===== src/rtl/conv_window_pe.sv =====
// conv_window_pe: tracks a raster pixel stream and captures a KxK window
// anchored at a programmable (row, col). It forwards the stream through a
// one-stage registered bypass and drains the window in raster order.
//
// Handshake: a window word moves when out_valid && out_ready are both high
// on a rising edge. out_valid stays high and out_data/out_last stay stable
// until the word is taken. out_valid never depends on out_ready.
module conv_window_pe #(
   parameter int W     = 8,
   parameter int K     = 5,
   parameter int IMG_W = 32,
   parameter int IMG_H = 32,
   parameter int CW    = $clog2((IMG_W > IMG_H) ? IMG_W : IMG_H)
) (
   input  logic          clk,
   input  logic          rst,
   input  logic          start,
   input  logic [CW-1:0] id_row,
   input  logic [CW-1:0] id_col,
   input  logic          in_valid,
   input  logic [W-1:0]  indata,
   output logic [W-1:0]  bypass,
   output logic          bypass_valid,
   output logic          win_ready,
   output logic          out_valid,
   input  logic          out_ready,
   output logic [W-1:0]  out_data,
   output logic          out_last,
   output logic          done,
   output logic [1:0]    dbg_state
);

   localparam int NS = K * K;
   localparam int PW = (NS > 1) ? $clog2(NS) : 1;
   localparam int EW = CW + 1;
   localparam logic [EW-1:0] K_E      = EW'(K);
   localparam logic [EW-1:0] ONE_E    = EW'(1);
   localparam logic [EW-1:0] LAST_ROW = EW'(IMG_H - 1);
   localparam logic [EW-1:0] LAST_COL = EW'(IMG_W - 1);
   localparam logic [PW-1:0] PTR_LAST = PW'(NS - 1);

   typedef enum logic [1:0] {
      IDLE    = 2'd0,
      CAPTURE = 2'd1,
      DRAIN   = 2'd2,
      DONE    = 2'd3
   } state_t;

   state_t          state_q, state_d;
   logic [CW-1:0]   row_q, col_q, idr_q, idc_q;
   logic [PW-1:0]   ptr_q;
   logic [W-1:0]    mem [NS];

   logic            capture_fire, in_win, complete, accept;
   logic [EW-1:0]   p_row, p_col, w_row, w_col, dr, dc;
   logic [PW-1:0]   slot;

   // Current pixel position and window anchor; start forces position (0,0)
   // and uses the freshly presented anchor so a concurrent pixel is handled.
   always_comb begin
      capture_fire = in_valid && (start || (state_q == CAPTURE));
      p_row  = start ? '0 : {1'b0, row_q};
      p_col  = start ? '0 : {1'b0, col_q};
      w_row  = start ? {1'b0, id_row} : {1'b0, idr_q};
      w_col  = start ? {1'b0, id_col} : {1'b0, idc_q};
      in_win = (p_row >= w_row) && (p_row < w_row + K_E) &&
               (p_col >= w_col) && (p_col < w_col + K_E);
      dr     = p_row - w_row;
      dc     = p_col - w_col;
      slot   = PW'((32'(dr) * 32'(K)) + 32'(dc));
      complete = capture_fire &&
                 (((p_row == w_row + K_E - ONE_E) && (p_col == w_col + K_E - ONE_E)) ||
                  ((p_row == LAST_ROW) && (p_col == LAST_COL)));
      accept = (state_q == DRAIN) && out_ready;
   end

   // Next-state selection; start overrides everything except reset.
   always_comb begin
      state_d = state_q;
      case (state_q)
         IDLE:    state_d = IDLE;
         CAPTURE: if (complete) state_d = DRAIN;
         DRAIN:   if (accept && (ptr_q == PTR_LAST)) state_d = DONE;
         DONE:    state_d = DONE;
         default: state_d = IDLE;
      endcase
      if (start) state_d = complete ? DRAIN : CAPTURE;
   end

   // Outputs decoded from state so reset and restart clear them together.
   always_comb begin
      out_valid = (state_q == DRAIN);
      out_last  = out_valid && (ptr_q == PTR_LAST);
      out_data  = out_valid ? mem[ptr_q] : '0;
      win_ready = (state_q == DRAIN) || (state_q == DONE);
      done      = (state_q == DONE);
      dbg_state = state_q;
   end

   // State register.
   always_ff @(posedge clk) begin
      if (rst) state_q <= IDLE;
      else     state_q <= state_d;
   end

   // Anchor, frame position counters and read pointer.
   always_ff @(posedge clk) begin
      if (rst) begin
         row_q <= '0;
         col_q <= '0;
         idr_q <= '0;
         idc_q <= '0;
         ptr_q <= '0;
      end else begin
         if (start) begin
            idr_q <= id_row;
            idc_q <= id_col;
            row_q <= '0;
            col_q <= '0;
            ptr_q <= '0;
         end
         if (capture_fire) begin
            if (p_col == LAST_COL) begin
               col_q <= '0;
               row_q <= CW'(p_row + ONE_E);
            end else begin
               col_q <= CW'(p_col + ONE_E);
               row_q <= p_row[CW-1:0];
            end
         end
         if (accept && !start)
            ptr_q <= (ptr_q == PTR_LAST) ? '0 : ptr_q + PW'(1);
      end
   end

   // Window storage: zeroed on start so off-image slots read back as 0.
   always_ff @(posedge clk) begin
      if (!rst) begin
         if (start)
            for (int i = 0; i < NS; i++) mem[i] <= '0;
         if (capture_fire && in_win)
            mem[slot] <= indata;
      end
   end

   // One-stage bypass toward the next PE, active in every state.
   always_ff @(posedge clk) begin
      if (rst) begin
         bypass       <= '0;
         bypass_valid <= 1'b0;
      end else begin
         bypass       <= indata;
         bypass_valid <= in_valid;
      end
   end

endmodule


===== config.mk =====
export PLATFORM = sky130hd
export DESIGN_NAME = conv_window_pe
export DESIGN_NICKNAME = d
export VERILOG_FILES = /design/src/rtl/conv_window_pe.sv
export SDC_FILE = /design/constraint.sdc
export NUM_CORES = 1
export LEC_CHECK = 0
export CAP_MARGIN = 20
export CORE_MARGIN = 10
export CORE_UTILIZATION = 30
export CTS_CLUSTER_SIZE = 12
export DETAILED_ROUTE_END_ITERATION = 6
export PLACE_DENSITY_LB_ADDON = 0.15
export SLEW_MARGIN = 15
export SYNTH_ARGS = -nofsm -noshare
export SYNTH_HDL_FRONTEND = slang
export SYNTH_SLANG_ARGS = --single-unit

===== constraint.sdc =====
create_clock -name clk -period 16.95 [get_ports clk]
set_input_delay 3.39 -clock clk [delete_from_list [all_inputs] [get_ports clk]]
set_output_delay 3.39 -clock clk [all_outputs]
set_load 0.01 [all_outputs]

==> results.sh <==
export IMPL_synth_fp_nets=1145
export IMPL_powerDensity_nw_per_um2=116.0
export IMPL_comb_power_share_pct=16.2
export IMPL_holdCritStartpoint="col_q[3]$_SDFFE_PP0P_"
export IMPL_maxCapViolations=0
export IMPL_fin_cells=1769
export IMPL_top_layer="met5"
export IMPL_slowest_stage="xor2_1"
export IMPL_path_class="in2reg"
export IMPL_synth_top_cell_area_share_pct=53.52
export IMPL_crit_fanout=55
export IMPL_drc_errors=0
export IMPL_arrival_ns=9.42
export IMPL_htree_levels=2
export IMPL_post_cts_setup_buffers=0
export IMPL_p_leak_nw=5.527
export IMPL_setup_viol=0
export IMPL_dpl_cell_count=1701
export IMPL_clk_root_buffer_cell="clkbuf_16"
export IMPL_power_frac_seq_pct=41.9
export IMPL_crit_required_ns=17.09
export IMPL_tightest_slew_ns=1.148
export IMPL_crit_buf_inv=4
export IMPL_crit_start="start"
export IMPL_slew_violations=0
export IMPL_grt_overflow=0
export IMPL_grt_pass1_wl_mm=58.26
export IMPL_timing_setup_tns_ns=0
export IMPL_cp_cell_sequence="buf_2, buf_4, mux2i_1, inv_1, ha_1, inv_1, fa_1, ha_1, fa_1, fa_1, ha_1, a21oi_1, xnor3_1, xor2_1, nand3_1, o21ai_0"
export IMPL_ys_ff_latch=297
export IMPL_synth_edf_count=256
export IMPL_hp_class="reg2reg"
export IMPL_regToRegSetupSlack_ns=10.87
export IMPL_numClockSinks=297
export IMPL_cts_tree="yes"
export IMPL_fp_dieW_um=238.8
export IMPL_antenna_found_initial=1
export IMPL_drt_first_pass_iters=5
export IMPL_drt_iter0_drc=564
export IMPL_ctsHoldBuffers=0
export IMPL_num_io_pins=46
export IMPL_clk_pin_slew_ns=0.05
export IMPL_wire_per_inst_um=21.76
export IMPL_design_core_area_um2=47550
export IMPL_pwr_share_clk_pct=41.9
export IMPL_vias=8704
export IMPL_wl_met3_mm=1.487
export IMPL_vdd_ir_drop_worst_mv=0.05835
export IMPL_p_sw_share_pct=28.07
export IMPL_first_global_vias=8978
export IMPL_die_y_um=238.8
export IMPL_status="finished, final reports clean"
export IMPL_grt_max_degree=57
export IMPL_switching_power_mw=0.5422
export IMPL_fin_skew_ns=0.02889
export IMPL_ys_warn_count=0
export IMPL_viasPerCell=4.920
export IMPL_syn_avg_cell_area_um2=13.34
export IMPL_seq_area_frac_synth_pct=59.23
export IMPL_netlist_top_cells_area="edfxtp_1 (54%), mux4_2 (13%), nor2_1 (6.4%)"
export IMPL_r2r_start="idr_q[0]$_SDFFE_PP0P_"
export IMPL_fin_nets=1195
export IMPL_fin_crit_sh_pct=54.74
export IMPL_max_freq_mhz=107.8
export IMPL_max_stage_delay_ns=0.91
export IMPL_fin_crit_ns=9.279
export IMPL_area_delta_synth_final_pct=15.93
export IMPL_netlist_top_cells_count="edfxtp_1 (256), nor2_1 (244), mux4_2 (80), nand2_1 (78), dfxtp_1 (41)"
export IMPL_rsz0062_at_grt="false"
export IMPL_slew_headroom_pct=23.21
export IMPL_routed_wl_mm=38.49
export IMPL_async_flop_share_pct=0
export IMPL_yosysMostFrequentCell="edfxtp_1"
export IMPL_ant_nets=0
export IMPL_yosys_most_used_dff="edfxtp_1"
export IMPL_whs_path_depth=2
export IMPL_initial_utilization_pct=30.21
export IMPL_drive_gt1_share_pct=15.35
export IMPL_cp_end_kind="flip-flop"
export IMPL_syn_inst=1077
export IMPL_start_kind="input port"
export IMPL_numCtsBuffers=36
export IMPL_p_int_mw=1.389
export IMPL_wl_met2_mm=18.49
export IMPL_postCtsResizedCells=0
export IMPL_hold_path_end="col_q[3]$_SDFFE_PP0P_"
export IMPL_hold_viol=0
export IMPL_path_delay_family="adder cells"
export IMPL_core_rowCount=80
export IMPL_die_area_um2=57030
export IMPL_dp_hpwl_mm=26.01
export IMPL_m1WireLength_mm=17.63
export IMPL_reg2reg_to="mem[15][6]$_SDFFCE_PN0P_"
export IMPL_clockBufferDepth=3
export IMPL_grt_use_total_pct=13.74
export IMPL_reg2reg_depth=14
export IMPL_gp_congestion=0.7484
export IMPL_netlist_area_um2=14360
export IMPL_synth_largest_area_cell="edfxtp_1"
export IMPL_port_buffers=45
export IMPL_clk_latency_ns=0.55
export IMPL_synth_cell_types=65
[how the worst max path moves through the flow]
stage,to,slack (ns),depth (start not counted)
3_5_place_dp,mem[14][2]$_SDFFCE_PN0P_,6.99,16
2_1_floorplan,mem[4][0]$_SDFFCE_PN0P_,7.78,17
6_report,mem[15][6]$_SDFFCE_PN0P_,7.67,16
3_3_place_gp,mem[2][3]$_SDFFCE_PN0P_,7.06,16
4_1_cts,mem[14][5]$_SDFFCE_PN0P_,7.50,16
5_1_grt,mem[15][6]$_SDFFCE_PN0P_,7.24,16
[cell usage in the layout, fill, tap and decap left out, types with 3 or more instances in the layout]
master / synthesis / routed
xor2_1: 10 / 10
xnor2_1: 22 / 22
nand3b_1: 4 / 4
fa_1: 7 / 7
clkinv_2: 0 / 5
clkinv_1: 1 / 6
and2_1: 10 / 10
clkbuf_1: 20 / 7
a211oi_1: 4 / 4
clkdlybuf4s50_1: 0 / 44
o211ai_1: 4 / 4
a21o_1: 5 / 5
inv_1: 22 / 22
nand2b_1: 8 / 8
nor2b_1: 24 / 24
o21ai_1: 2 / 8
a21oi_1: 19 / 19
ha_1: 38 / 38
mux2i_1: 19 / 19
nand2_1: 78 / 76
edfxtp_1: 256 / 256
and3_1: 3 / 3
nor3_2: 3 / 3
buf_4: 4 / 25
nor2_1: 244 / 244
mux4_2: 80 / 80
nor4_1: 4 / 4
o21ai_0: 40 / 34
bufinv_16: 0 / 6
dfxtp_1: 41 / 38
a41oi_1: 4 / 4
buf_2: 16 / 5
nand3_1: 18 / 17
nor3_1: 5 / 5
nor4b_1: 3 / 3
clkbuf_16: 0 / 38
[through the flow]
step	power (mW)	utilization (%)	cell area (um^2)	hold slack, ns	worst slack [ns]
floorplan	1.022	-	14360	0.4588	7.783
detailed placement	1.139	32.39	15400	0.5641	6.990
finish	1.931	35.02	16650	0.5731	7.671
global placement	1.139	32.35	15380	0.5370	7.063
global route	2.012	35.02	16650	0.6107	7.240
CTS	1.954	34.98	16630	0.5754	7.502
[layout make-up]
cell class	count	area [um^2]
fill	4607	30890
sequential	297	8517
multi-input combinational	695	5391
clock buffer	46	991.0
tap	615	769.5
timing repair buffer	74	653.1
clock inverter	18	241.5
inverter	23	86.33
antenna	1	2.502
[kinds of logic after synthesis]
logic type | after synthesis | synth area share (%)
xor gates and xnor gates | 34 | 2.221
buffers and inverters | 85 | 3.301
AOI/OAI and AO/OA | 99 | 4.260
DFF | 297 | 59.23
and+or+nand+nor | 415 | 12.58
adders and majority gates | 46 | 4.355
muxes | 101 | 14.05
[routing by layer]
metal / track usage [%] / vias up
met5: 0 / -
met4: 5.029 / 2
met3: 2.340 / 49
met2: 22.19 / 167
met1: 18.21 / 4419
li1: - / 4067
[power groups by stage]
stage / clock network (mW) / registers [mW] / logic, mW
after floorplan: 0 / 0.824 / 0.198
after global placement: 0 / 0.825 / 0.314
after detailed placement: 0 / 0.825 / 0.314
after CTS: 0.829 / 0.810 / 0.315
after global routing: 0.856 / 0.811 / 0.345
final: 0.809 / 0.810 / 0.313
[tightest hold or removal path: cells and delay by family, from the launching register on]
kind | cells | cell delay (ns)
AO/OA/AOI/OAI | 2 | 0.16
flip-flops | 1 | 0.36
[registers in the layout, summed over array words and instances, names as in the netlist, 2 cells and up, named ones only]
signal / cells
ptr_q: 5
row_q: 5
col_q: 5
bypass: 8
idr_q: 5
dbg_state: 2
idc_q: 5
mem: 256
(Power assumes the default switching activity.)
